**src/rtl/pipelined_logic_cone_pkg.sv**
```systemverilog
// Shared definitions for the pipelined logic cone: mode encodings, level
// operator selection and single-node evaluation.
package pipelined_logic_cone_pkg;

   localparam logic MODE_NANDNOR = 1'b0;
   localparam logic MODE_XOR     = 1'b1;

   typedef enum logic [1:0] {
      OP_NAND,
      OP_NOR,
      OP_XOR
   } level_op_e;

   // Operator applied at a given tree level for a given transaction mode.
   function automatic level_op_e level_op(input logic mode, input int unsigned level);
      if (mode == MODE_XOR) begin
         return OP_XOR;
      end
      return (level % 2 == 0) ? OP_NAND : OP_NOR;
   endfunction

   // Two-input node of the reduction tree.
   function automatic logic node_eval(input level_op_e op, input logic a, input logic b);
      case (op)
         OP_NAND: return ~(a & b);
         OP_NOR:  return ~(a | b);
         default: return a ^ b;
      endcase
   endfunction

endpackage

```
**src/rtl/pipelined_logic_cone_level.sv**
```systemverilog
// One tree level: evaluates NUM_NODES nodes per channel from the previous
// level's 2*NUM_NODES nodes and registers them with their valid and mode bits.
module logic_cone_level
   import pipelined_logic_cone_pkg::*;
#(
   parameter int          NUM_NODES = 8,
   parameter int          NUM_CH    = 2,
   parameter int unsigned LEVEL     = 0
) (
   input  logic                          clk,
   input  logic                          rst,
   input  logic                          adv,
   input  logic                          prev_valid,
   input  logic                          prev_mode,
   input  logic [NUM_CH*2*NUM_NODES-1:0] prev_data,
   output logic                          stage_valid,
   output logic                          stage_mode,
   output logic [NUM_CH*NUM_NODES-1:0]   stage_data
);

   logic                        valid_d, valid_q;
   logic                        mode_d,  mode_q;
   logic [NUM_CH*NUM_NODES-1:0] data_d,  data_q;
   logic [NUM_CH*NUM_NODES-1:0] node_vec;

   // Evaluate this level's nodes and choose between loading and holding.
   always_comb begin
      level_op_e op;
      // NOTE: every comb output gets a default first so no path leaves it unassigned (no latch).
      op       = level_op(prev_mode, LEVEL);
      node_vec = '0;
      for (int c = 0; c < NUM_CH; c++) begin
         for (int i = 0; i < NUM_NODES; i++) begin
            node_vec[c*NUM_NODES + i] = node_eval(op,
                                                  prev_data[c*2*NUM_NODES + 2*i],
                                                  prev_data[c*2*NUM_NODES + 2*i + 1]);
         end
      end
      valid_d = valid_q;
      mode_d  = mode_q;
      data_d  = data_q;
      if (adv) begin
         valid_d = prev_valid;
         mode_d  = prev_mode;
         data_d  = node_vec;
      end
   end

   // Stage register; a load with prev_valid=0 inserts a bubble.
   always_ff @(posedge clk) begin
      // NOTE: sequential state uses non-blocking assignments only.
      if (rst) begin
         valid_q <= 1'b0;
         mode_q  <= MODE_NANDNOR;
         // NOTE: data is cleared too, so out_data is never undefined after reset.
         data_q  <= '0;
      end else begin
         valid_q <= valid_d;
         mode_q  <= mode_d;
         data_q  <= data_d;
      end
   end

   assign stage_valid = valid_q;
   assign stage_mode  = mode_q;
   assign stage_data  = data_q;

endmodule

```
**src/rtl/pipelined_logic_cone.sv**
```systemverilog
// NUM_CH balanced reduction trees over NUM_IN bits each, one register stage
// per tree level, valid/ready flow control and a completed-result counter.
module pipelined_logic_cone
   import pipelined_logic_cone_pkg::*;
#(
   parameter int NUM_IN = 16,
   parameter int NUM_CH = 2,
   parameter int CNT_W  = 8
) (
   input  logic                     clk,
   input  logic                     rst,
   input  logic                     in_valid,
   output logic                     in_ready,
   input  logic                     in_mode,
   input  logic [NUM_CH*NUM_IN-1:0] in_data,
   output logic                     out_valid,
   input  logic                     out_ready,
   output logic [NUM_CH-1:0]        out_data,
   output logic [CNT_W-1:0]         out_count
);

   localparam int LEVELS = $clog2(NUM_IN);
   // Input vector followed by every stage's node vector, narrowest last.
   localparam int BUS_W  = NUM_CH * (2*NUM_IN - 1);

   logic [BUS_W-1:0]  node_bus;
   logic [LEVELS:0]   valid_chain;
   logic [LEVELS:0]   mode_chain;
   logic [LEVELS-1:0] stage_adv;
   logic [CNT_W-1:0]  count_d, count_q;
   logic              unused_last_mode;

   assign node_bus[NUM_CH*NUM_IN-1:0] = in_data;
   assign valid_chain[0]              = in_valid;
   assign mode_chain[0]               = in_mode;

   // Advance ripples from the output: a stage moves if empty or if its successor moves.
   always_comb begin
      logic ready_down;
      ready_down = out_ready;
      stage_adv  = '0;
      for (int k = LEVELS-1; k >= 0; k--) begin
         stage_adv[k] = ~valid_chain[k+1] | ready_down;
         ready_down   = stage_adv[k];
      end
   end

   generate
      for (genvar k = 0; k < LEVELS; k++) begin : g_stage
         localparam int NN      = NUM_IN >> (k+1);
         localparam int IN_OFF  = NUM_CH * (2*NUM_IN - 4*NN);
         localparam int OUT_OFF = NUM_CH * (2*NUM_IN - 2*NN);

         logic_cone_level #(
            .NUM_NODES (NN),
            .NUM_CH    (NUM_CH),
            .LEVEL     (k)
         ) u_level (
            .clk         (clk),
            .rst         (rst),
            .adv         (stage_adv[k]),
            .prev_valid  (valid_chain[k]),
            .prev_mode   (mode_chain[k]),
            .prev_data   (node_bus[IN_OFF +: NUM_CH*2*NN]),
            .stage_valid (valid_chain[k+1]),
            .stage_mode  (mode_chain[k+1]),
            .stage_data  (node_bus[OUT_OFF +: NUM_CH*NN])
         );
      end
   endgenerate

   // The final stage's mode has no consumer once the tree is fully reduced.
   assign unused_last_mode = mode_chain[LEVELS];

   assign in_ready  = stage_adv[0];
   assign out_valid = valid_chain[LEVELS];
   assign out_data  = node_bus[BUS_W-1 -: NUM_CH];

   // Count output handshakes, wrapping naturally at 2^CNT_W.
   always_comb begin
      count_d = count_q;
      if (out_valid && out_ready) begin
         count_d = count_q + CNT_W'(1);
      end
   end

   // Result counter register.
   always_ff @(posedge clk) begin
      if (rst) begin
         count_q <= '0;
      end else begin
         count_q <= count_d;
      end
   end

   assign out_count = count_q;

endmodule

```
**config.mk**
```make
export PLATFORM = sky130hd
export DESIGN_NAME = pipelined_logic_cone
export DESIGN_NICKNAME = d
export VERILOG_FILES = /design/src/rtl/pipelined_logic_cone_pkg.sv /design/src/rtl/pipelined_logic_cone_level.sv /design/src/rtl/pipelined_logic_cone.sv
export SDC_FILE = /design/constraint.sdc
export NUM_CORES = 1
export LEC_CHECK = 0
export ABC_CLOCK_PERIOD_IN_PS = 1550
export CORE_MARGIN = 1.5
export CORE_UTILIZATION = 52
export DETAILED_ROUTE_END_ITERATION = 8
export PLACE_DENSITY = 0.9
export RECOVER_POWER = 50
export REMOVE_ABC_BUFFERS = 1
export SYNTH_ARGS = -nofsm -noshare
export SYNTH_HDL_FRONTEND = slang
export SYNTH_SLANG_ARGS = --single-unit
```
**constraint.sdc**
```tcl
create_clock -name clk -period 1.55 [get_ports clk]
set_input_delay 0.31 -clock clk [delete_from_list [all_inputs] [get_ports clk]]
set_output_delay 0.31 -clock clk [all_outputs]
set_load 0.02 [all_outputs]
```
==> results of run 1 <==
-- repair_timing --
item / 4_1_cts / 5_1_grt
pin swaps: 0 / 0
endpoints found under the hold margin: 0 / 0
endpoints found under the setup margin: 12 / 2
gates resized for setup: 18 / 3
-- routing by layer --
metal / GRT usage, % / part of all wire (%)
met2: 39.8 / 54
met5: 0 / 0
met3: 3.47 / 2.7
met1: 23.2 / 42
met4: 9.43 / 0.92
-- cell type report --
cell class / count / area (um^2)
flip-flops and latches: 45 / 901
multi-input cells: 202 / 1410
clock buffers: 6 / 72.6
repair buffers: 64 / 598
clock inverters: 2 / 10.0
well taps: 54 / 67.6
inverters: 23 / 86.3
fillers: 391 / 1550
-- how the worst max path moves through the flow --
stage | startpoint | to | slack (ps)
2_1_floorplan | g_stage[3].u_level.stage_valid | g_stage[0].u_level.stage_data[13] | -150
3_3_place_gp | out_ready | in_ready | -540
3_5_place_dp | out_ready | in_ready | -520
4_1_cts | out_ready | in_ready | -20
5_1_grt | g_stage[3].u_level.stage_valid | out_valid | 20
6_report | g_stage[3].u_level.stage_valid | out_valid | 90
-- where the power goes --
part           switching (W)  total, W  leakage [nW]  internal (W)
combinational       0.000182  0.000415         0.960      0.000233
sequential         0.0000451   0.00128         0.372       0.00123
clock               0.000387  0.000700        0.0450      0.000313
-- flip-flops by register name (all words and copies together), names as in the netlist --
signal,flops
g_stage.u_level.stage_data,30
g_stage.u_level.stage_valid,4
g_stage.u_level.stage_mode,3
out_count,8
-- worst min-delay path, stage by stage, from the launching register on --
cell and delay [ps]:
dfxtp_1 310, nand3_1 60, a21oi_1 50
-- through the flow --
| stage | util, % | hold slack [ps] | setup TNS [ps] | setup WS, ps | std cells |
|---|---|---|---|---|---|
| finish | 67.0 | 467 | 0 | 86.5 | 396 |
| global route | 67.0 | 483 | 0 | 20.4 | 396 |
| CTS | 67.3 | 468 | -16.5 | -16.5 | 396 |
| detailed placement | 65.7 | 456 | -5660 | -524 | 388 |
| global placement | 65.7 | 449 | -4870 | -537 | 388 |
| floorplan | - | 379 | -602 | -153 | 270 |
-- cells by family after synthesis --
group                    count (synthesis)  share of synthesized area (%)
AND/OR/NAND/NOR                         92                           19.1
AO/OA/AOI/OAI                           65                           15.9
flip-flops                              45                           36.0
buffers and inverters                   43                           7.90
adder cells (fa/ha/maj)                 31                           15.5
multiplexers                            12                           4.85
XOR/XNOR                                 2                          0.700
-- layout by cell type (no fill, tap or decap), types with 2 or more instances in the layout --
cell type / n
a211oi_1: 21
a21oi_1: 25
and2_1: 14
buf_4: 13
clkbuf_2: 2
clkbuf_8: 5
clkdlybuf4s50_1: 34
clkinv_2: 2
dfxtp_1: 45
dlygate4sd2_1: 11
ha_1: 31
inv_1: 23
mux2i_1: 11
nand2_1: 7
nand3_1: 17
nand4_1: 2
nor2_1: 38
nor3_1: 3
o21ai_0: 3
o22ai_1: 13
o31ai_1: 2
or4_1: 2
xor2_1: 2
==> out/results.ini, run 1 <==
[outcome]
status=completed

[clock_network]
holdBufCountCts=0
cts.clk_slew.worst_paths_ps=80
numCtsBuffers=5
worst_skew_pair.late_latency_ps=290
cts_setup_buffers=0
cts-root-buf=clkbuf_8
cts_sinks=45
h-tree-depth=2
cts_buffer_depth=2
cts_tree=built

[global_route]
grt_max_degree=34
grt_pass1_wl_um=8720
antenna_found_initial=0
grt_pass1_vias=2076
track_usage_pct=21.2
grt_overflow=0

[critical_path]
r2r_cells=3
cp.depth=2
rrSetupSlack_ps=140
cp_slowest_cell=dlygate4sd2_1
cp_max_fo=9
cp.arrival_ps=1150
r2r-start=g_stage[3].u_level.stage_valid
cp.required_ps=1240
r2r_end=g_stage[1].u_level.stage_data[2]
crit_chain=buf_4 -> dlygate4sd2_1
critPathBufInv=2
end_kind=primary output
worstSetupPathType=flip-flop to primary output
start_kind=flip-flop
crit_family=buffers and inverters
cp_slowest_stage_delay_ps=350

[logic_synthesis]
synth.distinct_cells=32
synth_area_leader_cell=dfxtp_1
yosys_register_bits=45
ys.flop_type=dfxtp_1
yosysWarnings=0
netlist.area_leader.share_pct=36.0
ys_seq_area_share_pct=36.0
synth_most_common_cell=dfxtp_1
synth_cells=290
synth_area_leaders=dfxtp_1 (36%), ha_1 (16%), a211oi_1 (6.3%), nor2_1 (5.7%), a21oi_1 (5.2%)
synth_edf_count=0
async_flop_share_pct=0
yosys-top-cells-count=dfxtp_1 (45), nor2_1 (38), ha_1 (31)
avgSynthCellArea_um2=8.63
syn-cell-area_um2=2500

[sta]
rsz0062_at_grt=no
relSlewSlack_pct=63.8
finalSetupViolCount=0
maxSlewViolCount=0
fin_skew_ps=2.92
fmax_mhz=683
period_needed_ps=1460
fin_crit_sh_pct=94.4
finalHoldViolCount=0
worst_slew_pin_slew_ps=542

[floorplan]
die-area_um2=5240
rows=25
fp.dieW_um=72.4
initial_core_util_pct=53.3
ios=49
die_y_um=72.4
coreArea_um2=4690

[finish]
drive_above_1_share_pct=9.36
design_area_um2=3140
area_growth_syn_to_layout_pct=25.5
diodes=0
final_nets=409

[drt]
viasPerCell=5.38
drt_wl_total_um=5030
first_iter_violations=114
num_vias=2132
dr.pass1.iters=4
detail_route.wl_per_cell_um=12.7
postRouteAntennaNets=0
drc=0

[run]
drv_cap=0

[place]
gp_congestion=0.772
dp.final_hpwl_um=3790
io_buffers=48
dpl_cell_area_um2=3080

[hold_path]
hold_path_class=flip-flop to flip-flop
hp-start=g_stage[0].u_level.stage_data[7]
holdPathStages=2
whs_endpoint=g_stage[0].u_level.stage_data[7]

[power]
vdd.ir_drop.worst_mv=0.363
finalPower_w=0.00239
power.leakage_nw=1.38
powerDensity_nw_per_um2=761

Note: power is estimated with default switching activity, not from simulation.
==> run 2, diff against run 1 <==
GPL_TIMING_DRIVEN = 0   (was not set)
SKIP_LAST_GASP = 1   (was not set)
SYNTH_HIERARCHICAL = 1   (was not set)
==> run 2 against run 1 <==
  * The flow now finishes with violations (negative setup slack)
  * Non-clock buffer count down 9
  * Sequential share of layout area down 0.19 points
  * Final area up 1.1%
  * Clock skew up 2.6 ps
  * Routed wire length down 2.0%
==> out/results.ini, run 2 <==
[global_route]
grt_max_degree=48  ; +41%
grt_overflow=0  ; unchanged
antenna_found_initial=0  ; unchanged
grt_pass1_vias=1973  ; -5.0%
track_usage_pct=20.1  ; -1.0 points
grt_pass1_wl_um=8530  ; -2.2%

[critical_path]
cp.required_ps=1240  ; about the same
cp_max_fo=5  ; -4
r2r_end=g_stage[2].u_level/stage_data[2]
cp.arrival_ps=1300  ; +150 ps
rrSetupSlack_ps=20  ; -120 ps
r2r-start=g_stage[3].u_level/stage_valid
end_kind=primary output
start_kind=input pin
r2r_cells=5  ; +2
worstSetupPathType=input pin to primary output

[place]
dpl_cell_area_um2=3010  ; -2.4%
gp_congestion=0.737  ; -4.5%
dp.final_hpwl_um=3190  ; -16%
io_buffers=48  ; unchanged

[drt]
drc=0  ; unchanged
detail_route.wl_per_cell_um=12.7  ; about the same
first_iter_violations=139  ; +22%
postRouteAntennaNets=0  ; unchanged
drt_wl_total_um=4920  ; -2.0%
num_vias=2075  ; -2.7%
viasPerCell=5.35  ; -0.67%
dr.pass1.iters=4  ; unchanged

[finish]
drive_above_1_share_pct=9.66  ; +0.30 points
layout_common_cells=dfxtp_1 (44), clkdlybuf4s50_1 (33), ha_1 (31)
largest_register_ffs=30  ; unchanged
diodes=0  ; unchanged
design_area_um2=3180  ; +1.1%
final_util_pct=67.2  ; +0.27 points
final_common_cell=dfxtp_1
final_nets=388  ; -5.1%
area_growth_syn_to_layout_pct=23.8

[logic_synthesis]
syn-cell-area_um2=2560  ; +2.5%
yosysWarnings=6  ; +6
avgSynthCellArea_um2=9.40  ; +8.9%
synth_cells=273  ; -5.9%

[outcome]
violations=negative setup slack
status=complete, but fails checks

[sta]
finalSetupViolCount=1  ; +1
period_needed_ps=1610  ; +145 ps
maxSlewViolCount=0  ; unchanged
rsz0062_at_grt=yes
fin_crit_sh_pct=104  ; +9.4 points
fmax_mhz=622  ; -9.0%
fin_ws_ps=-58.8  ; -145 ps
relSlewSlack_pct=38.7  ; -25 points
fin_skew_ps=5.57  ; +2.65 ps
worst_slew_pin_slew_ps=919  ; +377 ps
finalHoldViolCount=0  ; unchanged
setup_tns_ps=-58.8  ; -58.8 ps

[hold_path]
whs_endpoint=g_stage[0].u_level/stage_data[4]
hp-start=g_stage[0].u_level/stage_data[4]
hold_path_class=flip-flop to flip-flop
holdPathStages=2  ; unchanged

[clock_network]
cts-root-buf=clkbuf_8
worst_skew_pair.late_latency_ps=290  ; about the same
cts.clk_slew.worst_paths_ps=80  ; about the same
h-tree-depth=2  ; unchanged
cts_sinks=45  ; unchanged
cts_buffer_depth=2  ; unchanged
holdBufCountCts=0  ; unchanged
cts_tree=built
numCtsBuffers=5  ; unchanged

[floorplan]
initial_core_util_pct=54.3  ; +0.97 points
coreArea_um2=4720  ; +0.67%
fp.dieW_um=73.2  ; +1.2%
ios=49  ; unchanged
rows=25  ; unchanged
die-area_um2=5360  ; +2.4%
die_y_um=73.2  ; +1.2%

[power]
power.leakage_nw=1.41  ; +2.3%
powerDensity_nw_per_um2=811  ; +6.5%
vdd.ir_drop.worst_mv=0.406  ; +12%

[run]
drv_cap=0  ; unchanged

-- run 2: cell count changes in the layout (fill, tap and decap cells not counted), moves of 7 or more --
| cell | before | now |
|---|---|---|
| a21oi_1 | 25 | 6 |
| o22ai_1 | 13 | 0 |
| nor2b_1 | 1 | 14 |
| nand2_1 | 7 | 15 |
| and2_1 | 14 | 0 |
| nand3_1 | 17 | 3 |
| nor2_1 | 38 | 30 |
| o32ai_2 | 0 | 7 |
| a311oi_1 | 0 | 11 |
| a211oi_1 | 21 | 10 |
| nand2b_1 | 0 | 8 |
-- run 2: critical path, stage by stage --
cell and delay, ps:
clkdlybuf4s15_1 240, and2b_2 280, nand4_1 240, buf_6 220
-- run 2: per-layer routing --
metal  vias to the layer above  share of wire (%)  GRT usage, %  wire (um)
li1                       1042                  -             -          -
met1                       971                 43          24.7       2110
met2                        52                 52          34.3       2540
met3                        10                4.4          5.52        215
met4                         0                1.3          5.87         63
met5                         -                  0             0          0
-- run 2: layout make-up --
type / count / area, um^2
sequential: 45 / 905
fill: 378 / 1550
multi-input combinational: 189 / 1470
clock buffer: 7 / 86.3
clock inverter: 1 / 30.0
inverter: 24 / 90.1
timing repair buffer: 55 / 509
tap: 67 / 83.8
-- run 2: through the flow --
step / std cells / worst slack, ps / power [W] / hold WS (ps)
6_report: 388 / -58.8 / 0.00257 / 485
3_5_place_dp: 372 / -1660 / 0.00170 / 477
5_1_grt: 388 / -94.4 / 0.00271 / 506
4_1_cts: 387 / -92.8 / 0.00259 / 489
2_1_floorplan: 257 / -684 / 0.00151 / 379
3_3_place_gp: 372 / -1630 / 0.00168 / 461
-- run 2: worst max path at each step --
| stage | start | to | slack [ps] | depth (start not counted) |
|---|---|---|---|---|
| floorplan | g_stage[3].u_level/stage_valid | g_stage[0].u_level/stage_data[10] | -680 | 4 |
| global placement | out_ready | in_ready | -1630 | 4 |
| detailed placement | out_ready | in_ready | -1660 | 4 |
| CTS | out_ready | in_ready | -90 | 4 |
| global route | out_ready | in_ready | -90 | 4 |
| finish | out_ready | in_ready | -60 | 4 |
-- run 2: where the power goes --
group          switching, W  total [W]  internal (W)
Clock              0.000377   0.000903      0.000526
Combinational      0.000165   0.000389      0.000224
Sequential        0.0000518    0.00128       0.00123
-- run 2: repair_timing --
item	in CTS	in global routing
resized for setup	21	4
cloned	1	0
setup endpoints to repair	41	12
pin swaps	0	1
buffers inserted	6	2
